--- src/rtl/direction_queue.sv ---
// -----------------------------------------------------------------------------
// direction_queue
//
// Purpose:
//   Converts the four raw snake direction pushbuttons into a paced, legal
//   heading stream. Buttons are synchronised and rising-edge detected. The
//   highest-priority edge of a cycle is checked against the reference heading
//   (the last queued entry, or the current heading if the queue is empty).
//   Legal presses are appended to a small FIFO. The FIFO head is applied to
//   'direction' once per game tick, so quick multi-key turns are neither lost
//   nor applied twice within one step.
//
// Ports:
//   clk        in   1   system clock
//   nrst       in   1   asynchronous active-low reset
//   dir_pb     in   4   raw buttons [3]=UP [2]=DOWN [1]=LEFT [0]=RIGHT
//   restart    in   1   synchronous clear (keeps edge-detect history)
//   game_over  in   1   level: freezes stepping, flushes queue, ignores input
//   direction  out  2   current heading 00=RIGHT 01=LEFT 10=DOWN 11=UP
//   move_tick  out  1   one-cycle step strobe, direction valid same cycle
//   q_count    out  N   number of queued entries
//   q_full     out  1   q_count == QUEUE_DEPTH
//   dropped    out  1   one-cycle pulse: a press edge was rejected
// -----------------------------------------------------------------------------
module direction_queue #(
    parameter int TICK_CYCLES = 10_000_000,
    parameter int QUEUE_DEPTH = 4,
    parameter int SYNC_STAGES = 2
) (
    input  logic                               clk,
    input  logic                               nrst,
    input  logic [3:0]                         dir_pb,
    input  logic                               restart,
    input  logic                               game_over,
    output logic [1:0]                         direction,
    output logic                               move_tick,
    output logic [$clog2(QUEUE_DEPTH+1)-1:0]   q_count,
    output logic                               q_full,
    output logic                               dropped
);

    localparam int CNT_W = $clog2(TICK_CYCLES);
    localparam int PTR_W = (QUEUE_DEPTH > 1) ? $clog2(QUEUE_DEPTH) : 1;
    localparam int QC_W  = $clog2(QUEUE_DEPTH + 1);

    localparam logic [CNT_W-1:0] CNT_LAST = CNT_W'(TICK_CYCLES - 1);
    localparam logic [PTR_W-1:0] PTR_LAST = PTR_W'(QUEUE_DEPTH - 1);
    localparam logic [QC_W-1:0]  QC_FULL  = QC_W'(QUEUE_DEPTH);

    // ------------------------------------------------------------------
    // Input synchroniser and rising-edge detector. Not touched by restart
    // or game_over, so a button held across either produces no new edge.
    // ------------------------------------------------------------------
    logic [SYNC_STAGES*4-1:0] r_sync;
    logic [3:0]               r_prev;
    logic [3:0]               w_sync_out;
    logic [3:0]               w_edge;

    assign w_sync_out = r_sync[SYNC_STAGES*4-1 -: 4];
    assign w_edge     = w_sync_out & ~r_prev;

    always_ff @(posedge clk or negedge nrst) begin
        if (!nrst) begin
            r_sync <= '0;
            r_prev <= '0;
        end else begin
            if (SYNC_STAGES > 1) begin
                r_sync <= {r_sync[SYNC_STAGES*4-5:0], dir_pb};
            end else begin
                r_sync <= dir_pb;
            end
            r_prev <= w_sync_out;
        end
    end

    // ------------------------------------------------------------------
    // State
    // ------------------------------------------------------------------
    logic [CNT_W-1:0] r_cnt;
    logic             r_move_tick;
    logic             r_dropped;
    logic [1:0]       r_dir;
    logic [1:0]       r_q [QUEUE_DEPTH];
    logic [PTR_W-1:0] r_head;
    logic [PTR_W-1:0] r_tail;
    logic [QC_W-1:0]  r_count;

    function automatic logic [PTR_W-1:0] ptr_inc(input logic [PTR_W-1:0] p);
        return (p == PTR_LAST) ? '0 : p + PTR_W'(1);
    endfunction

    // ------------------------------------------------------------------
    // Push / pop decision, all on pre-pop state
    // ------------------------------------------------------------------
    logic             w_has_edge;
    logic [1:0]       w_edge_dir;
    logic [PTR_W-1:0] w_last_idx;
    logic [1:0]       w_ref;
    logic             w_tick_now;
    logic             w_reversal;
    logic             w_same;
    logic             w_full;
    logic             w_reject;
    logic             w_push;
    logic             w_pop;

    // Bit index of the button equals its direction code, so the priority
    // encoder output is the heading directly.
    always_comb begin
        w_has_edge = |w_edge;
        w_edge_dir = 2'b00;
        if (w_edge[3]) begin
            w_edge_dir = 2'b11;
        end else if (w_edge[2]) begin
            w_edge_dir = 2'b10;
        end else if (w_edge[1]) begin
            w_edge_dir = 2'b01;
        end
    end

    assign w_last_idx = (r_tail == '0) ? PTR_LAST : r_tail - PTR_W'(1);
    assign w_ref      = (r_count != '0) ? r_q[w_last_idx] : r_dir;
    assign w_tick_now = (r_cnt == CNT_LAST);

    // Opposite headings share bit 1 and differ in bit 0.
    assign w_reversal = (w_edge_dir[1] == w_ref[1]) && (w_edge_dir[0] != w_ref[0]);
    assign w_same     = (w_edge_dir == w_ref);
    assign w_full     = (r_count == QC_FULL);
    assign w_reject   = w_has_edge && (w_reversal || w_same || w_full);
    assign w_push     = w_has_edge && !w_reject;
    assign w_pop      = w_tick_now && (r_count != '0);

    // ------------------------------------------------------------------
    // Main sequential block: restart outranks game_over outranks normal play.
    // ------------------------------------------------------------------
    always_ff @(posedge clk or negedge nrst) begin
        if (!nrst) begin
            r_cnt       <= '0;
            r_move_tick <= 1'b0;
            r_dropped   <= 1'b0;
            r_dir       <= 2'b00;
            r_head      <= '0;
            r_tail      <= '0;
            r_count     <= '0;
            for (int i = 0; i < QUEUE_DEPTH; i++) begin
                r_q[i] <= 2'b00;
            end
        end else if (restart) begin
            r_cnt       <= '0;
            r_move_tick <= 1'b0;
            r_dropped   <= 1'b0;
            r_dir       <= 2'b00;
            r_head      <= '0;
            r_tail      <= '0;
            r_count     <= '0;
        end else if (game_over) begin
            // Counter parked at 0 so release restarts a full period.
            r_cnt       <= '0;
            r_move_tick <= 1'b0;
            r_dropped   <= 1'b0;
            r_head      <= '0;
            r_tail      <= '0;
            r_count     <= '0;
        end else begin
            r_cnt       <= w_tick_now ? '0 : r_cnt + CNT_W'(1);
            r_move_tick <= w_tick_now;
            r_dropped   <= w_reject;

            if (w_pop) begin
                r_dir  <= r_q[r_head];
                r_head <= ptr_inc(r_head);
            end
            if (w_push) begin
                r_q[r_tail] <= w_edge_dir;
                r_tail      <= ptr_inc(r_tail);
            end

            if (w_push && !w_pop) begin
                r_count <= r_count + QC_W'(1);
            end else if (w_pop && !w_push) begin
                r_count <= r_count - QC_W'(1);
            end
        end
    end

    assign direction = r_dir;
    assign move_tick = r_move_tick;
    assign q_count   = r_count;
    assign q_full    = (r_count == QC_FULL);
    assign dropped   = r_dropped;

endmodule

--- config.mk ---
export PLATFORM = sky130hd
export DESIGN_NAME = direction_queue
export DESIGN_NICKNAME = d
export VERILOG_FILES = /design/src/rtl/direction_queue.sv
export SDC_FILE = /design/constraint.sdc
export NUM_CORES = 1
export LEC_CHECK = 0
export BUFFER_PORTS_ARGS = -buffer_cell sky130_fd_sc_hd__buf_2
export CELL_PAD_IN_SITES_DETAIL_PLACEMENT = 0
export CELL_PAD_IN_SITES_GLOBAL_PLACEMENT = 1
export CORE_AREA = 2 2 78 80
export DETAILED_ROUTE_END_ITERATION = 7
export DIE_AREA = 0 0 80 82
export PLACE_DENSITY = 0.78
export SLEW_MARGIN = 20
export SYNTH_ARGS = -nofsm -noshare
export SYNTH_HDL_FRONTEND = slang
export SYNTH_SLANG_ARGS = --single-unit
--- constraint.sdc ---
create_clock -name clk -period 9.1 [get_ports clk]
set_input_delay 1.82 -clock clk [delete_from_list [all_inputs] [get_ports clk]]
set_output_delay 1.82 -clock clk [all_outputs]
set_load 0.01 [all_outputs]
# [Word-level counts from Yosys, hierarchy flattened]
# Cells that the tools add are included.
[op_classes] reduce_logical=21 bitwise=7 n_mux=36 magnitude_cmp=4 n_eq_ne=8 add_sub_neg=6
[ops] operator="$mux 24" n=3
[ops] operator="$mux 2" n=20
[ops] operator="$add 24x1->24 const B" n=1
[ops] operator="$eq 24x24->1 const B" n=1
[ops] operator="$mux 3" n=4
[ops] operator="$ge 3x3->1 const B" n=3
[ops] operator="$not 2->3" n=3
[ops] operator="$reduce_bool 3->1" n=3
[ops] operator="$bmux 2 s2" n=2
[ops] operator="$bwmux 8" n=1
[ops] operator="$logic_and 1x1->1" n=7
[ops] operator="$mux 1" n=5
[ops] operator="$add 2x1->2 const B" n=2
[ops] operator="$and 4x4->4" n=1
[ops] operator="$demux 2 s2" n=1
[ops] operator="$eq 2x2->1 const B" n=2
[ops] operator="$not 4->4" n=1
[ops] operator="$reduce_bool 4->1" n=1
[ops] operator="$reduce_or 4->1" n=1
[ops] operator="$add 3x1->3 const B" n=1
[ops] operator="$eq 3x3->1 const B" n=1
[ops] operator="$logic_not 1->1" n=3
[ops] operator="$lt 3x1->1 const B" n=1
[ops] operator="$reduce_and 3->1" n=1
[ops] operator="other kinds (11)" n=13
[word_totals] register_bits=55 input_bits=8 out_inout_bits=8 wordCells=95

# [Depth between registers and ports, before layout]
# Gate-level depths: netlist (run 1).
[logic_depth] word_depth=20 mapped_depth=11 depth_no_buf=11

# [Worst setup path after synthesis (run 1)]
# No wires, ideal clock.
[synth_path] path_type="input port to flip-flop" startpoint="input game_over" endpoint="register r_q[0] (netlist name)" cell_stages=5 setup_slack_ps=5794 path_buffers=1 t_arrival_ps=3181 required_time_ps=8975 setup_time_ps=125 cell_sequence="or2_2 clkbuf_1 nor4_2 o31a_1 mux2_2"
[synth_via] elab_chain_len=2
[synth_lines] element="start, declared" line="34" rtl="input logic game_over,"
[synth_lines] element="$not 1->1 (no source line)"
[synth_lines] element="$reduce_and 3->1 (no source line)"
[synth_lines] element="end signal, assigned by index" line="174" rtl="r_q[r_tail] <= w_edge_dir;"
[synth_lines] element="end, declared" line="83" rtl="logic [1:0] r_q [QUEUE_DEPTH];"
# Every way passes these cells.
# A chain may end at the register's enable or synchronous reset.

# [Final worst setup path (run 1)]
[layout_path] startpoint="register r_count[0], in the netlist q_count[0]" endpoint="output q_full"
[layout_via] elab_chain_len=1
[layout_lines] element="start, declared" line="86" rtl="logic [QC_W-1:0] r_count;"
[layout_lines] element="start signal, assigned" line="179" rtl="r_count <= r_count + QC_W'(1);"
[layout_lines] element="start signal, assigned" line="181" rtl="r_count <= r_count - QC_W'(1);"
[layout_lines] element="$eq 3x3->1" line="189" rtl="assign q_full = (r_count == QC_FULL);"
[layout_lines] element="end, declared" line="38" rtl="output logic q_full,"
# Every way passes these cells.

==> impl_metrics.toml, run 1 <==
[place]
place_ws_ps = 5650
place.gp.congestion = 0.871
port_buffers = 15
place_area_um2 = 2800
dp_hpwl_mm = 3.56

[global_routing]
grt_max_degree = 56
grt_pass1_vias = 1767
grt_usage = 0.180
grt_pass1_wl_mm = 8.94
overflow = 0
antenna_found_initial = 0

[critical_path]
crit_start = "q_count[0]"
worstSetupPathType = "reg -> out"
crit_fanout = 6
rr_startpoint = "r_tail[0]"
worst-endpoint-arrival_ps = 1490
critPathCaptureType = "primary output"
crit_buf_inv = 1
slowest_stage = "dfrtp_1"
cp_top_family = "simple AND/OR/NAND/NOR gates"
cp_cell_sequence = "nor2_1 -> and2_1 -> buf_2"
crit_path_max_incr_delay_ps = 440
critical_path_required_ps = 7280
worstSetupStartpointType = "flop"

[route]
drt_iter0_drc = 45
ant_nets = 0
wirelength_mm = 5.08
routed-wl-met2_mm = 2.50
drc = 0
met1_length_mm = 2.34
wire_per_inst_um = 14.9
vias = 1789
dr.pass1.iters = 4
dr.max_layer_used = "met4"
dr_wl_met3_um = 175
avgViaCountPerCell = 5.26

[clocking]
cts_resized = 0
root_buffer = "clkbuf_8"
post_cts_buffers = 0
numCtsBuffers = 5
clock_sinks = 55
ctsHtreeMaxLevel = 2
clk_latency_ps = 320
cts_hold_buffers = 0
path_clk_slew_ps = 110
cts_tree = "done"
cts.path.max_buffers = 2

[floorplanning]
die_area_um2 = 6560
die_h_um = 82
chipWidth_um = 80
start_util = 0.461
rows = 28
core_um2 = 5750
boundaryPins = 16

[job]
max-cap-violations = 0

[logic_synthesis]
netlist_area_um2 = 2650
syn_avg_cell_area_um2 = 10.7
ys_types = 39
synth_top_cell_area_share = 0.519
ys_seq_area_frac = 0.519
yosys.area.top_type = "dfrtp_1"
syn_nets = 262
synth_area_leaders = "dfrtp_1 52%, xnor2_1 6.3%, nor2_1 5.2%"
yosysWarningCount = 0
syn-instance-count = 247
ys_ff_latch = 55

[power_and_ir_drop]
pwr-share-clk = 0.298
swShare = 0.272
power_switching_w = 0.000128
total_power_w = 0.000468
power.leakage_nw = 1.20
power.internal_w = 0.000341
combPwrFrac = 0.129
power.density_nw_per_um2 = 162
p_seq_frac = 0.573
ir_drop_mv = 0.0790

[cells_and_area]
final_util = 0.504
regArea_um2 = 1380
multiInputGateArea_um2 = 1210
nFillCells = 561
area_delta_synth_final_pct = 9.21
final_area_um2 = 2890
drive_gt1_frac = 0.132
antenna_cells = 0
finalNetCount = 279

[sta]
drv_slew = 0
worst_slew_pin_slew_ps = 753
rsz0062_at_grt = "false"
skew_ps = 12.9
tns_ps = 0
post-route-period-util = 0.364
setup_viol_count_final = 0
setup_slack_ps = 5790
fmax_mhz = 302
finalHoldViolCount = 0
slew_headroom = 0.496
period_minus_slack_ps = 3310

[outcome]
status = "complete, no violations"

[min_path]
hp-start = "r_sync[2]"
holdCritPathClass = "reg -> reg"
layout make-up:
class | count | share of cell area
inverter | 9 | 0.0117
tap | 75 | 0.0324
multi-input combinational | 177 | 0.419
sequential | 55 | 0.476
clock buffer | 5 | 0.0238
timing repair buffer | 16 | 0.0285
clock inverter | 3 | 0.00865
logic make-up (layout without fill, tap and decap cells):
kind of cell	Yosys count	after routing	share of synthesized area
DFF	55	55	0.519
buffers and inverters	15	33	0.0227
xor gates and xnor gates	27	27	0.0892
muxes	11	11	0.0576
AOI/OAI and AO/OA	24	24	0.0633
adders and majority gates	7	7	0.0359
and+or+nand+nor	108	108	0.212
per-stage QoR:
stage          instances  hold WS [ps]
2_1_floorplan        247           331
3_3_place_gp         332           333
3_5_place_dp         332           338
4_1_cts              340           360
5_1_grt              340           359
6_report             340           352
placed cells by master (no fill, tap or decap), types with 2 or more instances in the layout:
| cell type | n |
|---|---|
| a2111oi_0 | 2 |
| a21oi_1 | 6 |
| a2bb2oi_1 | 4 |
| and3_1 | 6 |
| and4_1 | 3 |
| buf_2 | 15 |
| clkbuf_8 | 5 |
| clkinv_4 | 2 |
| dfrtp_1 | 55 |
| ha_1 | 6 |
| inv_1 | 9 |
| mux2_2 | 4 |
| mux2i_1 | 4 |
| mux4_2 | 3 |
| nand2_1 | 13 |
| nand2b_1 | 4 |
| nand3_1 | 11 |
| nand4_1 | 4 |
| nor2_1 | 37 |
| nor2b_1 | 3 |
| nor3_1 | 12 |
| nor4_1 | 3 |
| nor4b_1 | 2 |
| o21ai_0 | 5 |
| o31a_1 | 4 |
| or3_1 | 2 |
| xnor2_1 | 19 |
| xor2_1 | 8 |
worst paths after layout:
check | endpoint | slack [ps] | depth (start not counted)
min | r_sync[6] | 350 | 0
max reg2reg | q_count[2] | 5800 | 11
min reg2reg | r_sync[6] | 350 | 0
max | q_full | 5790 | 3
max in group asynchronous | r_tail[0] | 7030 | 2
min in group asynchronous | r_prev[1] | 1610 | 2
synthesized netlist by cell type:
| cell | count |
|---|---|
| inv_1 | 9 |
| nor3_1 | 12 |
| a211oi_1 | 1 |
| dfrtp_1 | 55 |
| o31a_1 | 4 |
| ha_1 | 6 |
| clkbuf_1 | 5 |
| nand2_1 | 13 |
| or3_1 | 2 |
| nor2_1 | 37 |
| nor4_1 | 3 |
| or4_1 | 1 |
| xor2_1 | 8 |
| nand4_1 | 4 |
| nand4b_1 | 1 |
| mux4_2 | 3 |
| a2bb2oi_1 | 4 |
| nand3_1 | 11 |
| a2111oi_0 | 2 |
| and2_1 | 1 |
| or3_4 | 1 |
| o211a_1 | 1 |
| o21ai_0 | 5 |
| and4_1 | 3 |
| nand3_4 | 1 |
| nor2b_1 | 3 |
| xnor2_1 | 19 |
| or2_2 | 1 |
| nand2b_1 | 4 |
| nor3b_1 | 1 |
| fa_1 | 1 |
| o21a_1 | 1 |
| buf_4 | 1 |
| a21oi_1 | 6 |
| mux2i_1 | 4 |
| and3_1 | 6 |
| mux2_2 | 4 |
| nor4b_1 | 2 |
| nor4_2 | 1 |
state kept, by name, summed over array words and instances, names as in the netlist:
name       cells
r_head         2
r_sync         8
r_prev         4
move_tick      1
q_count        3
dropped        1
r_tail         2
r_q            8
direction      2
r_cnt         24
power groups by stage:
stage / clock, W / combinational [W] / sequential (W)
after floorplan: 0 / 0.0000417 / 0.000270
after global placement: 0 / 0.0000605 / 0.000273
after detailed placement: 0 / 0.0000617 / 0.000273
after CTS: 0.000144 / 0.0000615 / 0.000269
after global routing: 0.000155 / 0.0000684 / 0.000270
final: 0.000140 / 0.0000602 / 0.000268
worst register-to-register path: cells and delay by family (launching register included):
family / cells / cell delay, ps
AO/OA/AOI/OAI: 1 / 150
XOR/XNOR: 1 / 140
adder cells (fa/ha/maj): 3 / 910
buffers and inverters: 1 / 110
flip-flops: 1 / 400
multiplexers: 2 / 910
AND/OR/NAND/NOR: 3 / 640
layer usage:
layer / up-vias / track usage
li1: 896 / -
met1: 868 / 0.238
met2: 20 / 0.293
met3: 5 / 0.0451
met4: 0 / 0.0525
met5: - / 0
(Power assumes the default switching activity.)
==> run 2, diff against run 1 <==
--- a/config.mk
+++ b/config.mk
@@ -5,12 +5,13 @@
 export SDC_FILE = /design/constraint.sdc
 export NUM_CORES = 1
 export LEC_CHECK = 0
+export ABC_AREA = 1
 export BUFFER_PORTS_ARGS = -buffer_cell sky130_fd_sc_hd__buf_2
 export CELL_PAD_IN_SITES_DETAIL_PLACEMENT = 0
 export CELL_PAD_IN_SITES_GLOBAL_PLACEMENT = 1
-export CORE_AREA = 2 2 78 80
+export CORE_AREA = 2 2 83 85
 export DETAILED_ROUTE_END_ITERATION = 7
-export DIE_AREA = 0 0 80 82
+export DIE_AREA = 0 0 85 87
 export PLACE_DENSITY = 0.78
 export SLEW_MARGIN = 20
 export SYNTH_ARGS = -nofsm -noshare
==> constraint.sdc (replaced) <==
create_clock -name clk -period 3.4 [get_ports clk]
set_input_delay 0.68 -clock clk [delete_from_list [all_inputs] [get_ports clk]]
set_output_delay 0.68 -clock clk [all_outputs]
set_load 0.01 [all_outputs]
==> run 2 against run 1 <==
  * Sequential share of layout area fell by 3.8 points
  * Wire length rose by 20%
  * Die area rose by 13%
  * Register-to-register slack got worse by 5200 ps
  * Largest cell class unchanged
==> impl_metrics.toml, run 2 <==
[route]
ant_nets = 0
wire_per_inst_um = 13.9
drc = 0
dr.pass1.iters = 4
wirelength_mm = 6.11
avgViaCountPerCell = 5.20
drt_iter0_drc = 177
vias = 2293

[critical_path]
crit_path_max_incr_delay_ps = 480
crit_fanout = 15
timing.rr.end = "q_count[1]"
rr_startpoint = "r_tail[0]"
worstSetupStartpointType = "flop"
slowest_stage = "dfrtp_1"
critical_path_required_ps = 3640
ff2ff_path_depth = 14
crit_buf_inv = 3
worst-endpoint-arrival_ps = 3050
critPathCaptureType = "flop"
worstSetupPathType = "reg -> reg"
rrSetupSlack_ps = 590
cp_top_family = "adder cells"
cp_cell_sequence = "inv_1 -> ha_1 -> inv_1 -> nand3_1 -> nand3_1 -> nand3_2 -> nand3_1 -> nand2_2 -> nor2_4 -> nand2_1 -> inv_1 -> ha_1 -> fa_1 -> a211oi_1"

[cells_and_area]
final_cell_mix = "67 x nand2_1, 55 x dfrtp_1, 45 x inv_1"
antenna_cells = 0
largest_reg_flops = 24
drive_gt1_frac = 0.150
nFillCells = 607
area_delta_synth_final_pct = 8.73
largestRegisters = "r_cnt (24), r_q (8), r_sync (8)"
layoutNonFillerInstCount = 441
mostFrequentLayoutCell = "nand2_1"
finalNetCount = 375
regMostFlops = "r_cnt"

[power_and_ir_drop]
power.internal_w = 0.000875
power.leakage_nw = 1.47
swShare = 0.284
ir_drop_mv = 0.212
total_power_w = 0.00122
combPwrFrac = 0.096
power_switching_w = 0.000347
power.density_nw_per_um2 = 388
p_seq_frac = 0.573
pwr-share-clk = 0.332

[global_routing]
overflow = 0
grt_max_degree = 33
grt_pass1_wl_mm = 10.3
grt_usage = 0.178
grt_pass1_vias = 2112
antenna_found_initial = 0

[clocking]
clk_latency_ps = 320
cts_tree = "done"
clock_sinks = 55
numCtsBuffers = 5
path_clk_slew_ps = 110
cts_hold_buffers = 0
root_buffer = "clkbuf_8"
cts_resized = 0
post_cts_buffers = 0
ctsHtreeMaxLevel = 2
cts.path.max_buffers = 2

[sta]
slew_headroom = 0.647
setup_viol_count_final = 0
post-route-period-util = 0.827
rsz0062_at_grt = "false"
drv_slew = 0
fmax_mhz = 356
period_minus_slack_ps = 2810
setup_slack_ps = 588
tns_ps = 0
worst_slew_pin_slew_ps = 530
finalHoldViolCount = 0
skew_ps = 7.55

[logic_synthesis]
synth_simple_gate_area_frac = 0.325
synth-adder-area-share = 0.0328
ys_seq_area_frac = 0.475
netlist_area_um2 = 2900
ys_ff_latch = 55
yosys.cell_count.top_type = "nand2_1"
syn_nets = 356
synth_ff_type = "dfrtp_1"
synth_area_leaders = "dfrtp_1 48%, nand2_1 8.7%, inv_1 5.8%"
synth_compound_area_frac = 0.0743
synth_common_cells = "67 x nand2_1, 55 x dfrtp_1, 45 x inv_1"
synth_mux_area_frac = 0
yosysWarningCount = 0
synthXorXnorAreaFrac = 0.0182
synth_top_cell_area_share = 0.475
synth_top_family_by_area = "simple AND/OR/NAND/NOR gates"
syn_avg_cell_area_um2 = 8.49
synth_edf_count = 0
async_reset_ff_frac = 1.00
yosys.area.top_type = "dfrtp_1"
syn-instance-count = 341
ys_types = 38

[place]
dp_hpwl_mm = 4.54
placedCellCount = 433
place_ws_ps = 605
place.gp.congestion = 0.862
port_buffers = 15

[floorplanning]
chipWidth_um = 85
core_um2 = 6570
start_util = 0.441
boundaryPins = 16
die_area_um2 = 7400
die_h_um = 87
rows = 30

[outcome]
status = "complete, no violations"

[job]
max-cap-violations = 0

[min_path]
holdCritPathClass = "in -> async"
[run 2: worst max path at each step]
stage | endpoint | depth (start not counted) | startpoint | slack, ps
after floorplan | q_count[1] | 13 | r_tail[0] | 1020
after global placement | q_count[1] | 14 | r_tail[0] | 730
after detailed placement | q_count[1] | 14 | r_tail[0] | 600
after CTS | q_count[1] | 14 | r_tail[0] | 590
after global routing | q_count[1] | 14 | r_tail[0] | 240
final | q_count[1] | 14 | r_tail[0] | 590
[run 2: power by group through the flow]
stage,Sequential (W),Clock [W],Combinational [W]
2_1_floorplan,0.000706,0,0.0000830
3_3_place_gp,0.000712,0,0.000116
3_5_place_dp,0.000712,0,0.000120
4_1_cts,0.000699,0.000420,0.000120
5_1_grt,0.000704,0.000443,0.000137
6_report,0.000699,0.000405,0.000117
[run 2: kinds of logic after synthesis]
group | after synthesis
buffers and inverters | 54
XOR/XNOR | 6
AND/OR/NAND/NOR | 184
AO/OA/AOI/OAI | 35
adder cells (fa/ha/maj) | 7
flip-flops | 55
[run 2: per-stage QoR]
stage	hold WS, ps	area, µm²	utilization
after floorplan	331	2900	-
after global placement	333	3050	0.464
after detailed placement	336	3050	0.464
after CTS	337	3150	0.479
after global routing	368	3150	0.479
final	322	3150	0.479
[run 2: area by class of cell]
cell class                 instances  area (µm²)  share of cell area
clock inverter                     3        28.8             0.00914
timing repair buffer              16        82.6              0.0262
sequential                        55        1380               0.437
clock buffer                       5        68.8              0.0219
multi-input combinational        232        1300               0.414
tap                               80         100              0.0318
inverter                          50         188              0.0596
[run 2: metal layers]
| layer | part of all wire | GRT usage |
|---|---|---|
| met1 | 0.52 | 0.274 |
| met2 | 0.42 | 0.254 |
| met3 | 0.045 | 0.0294 |
| met4 | 0.0083 | 0.0563 |
| met5 | 0 | 0 |
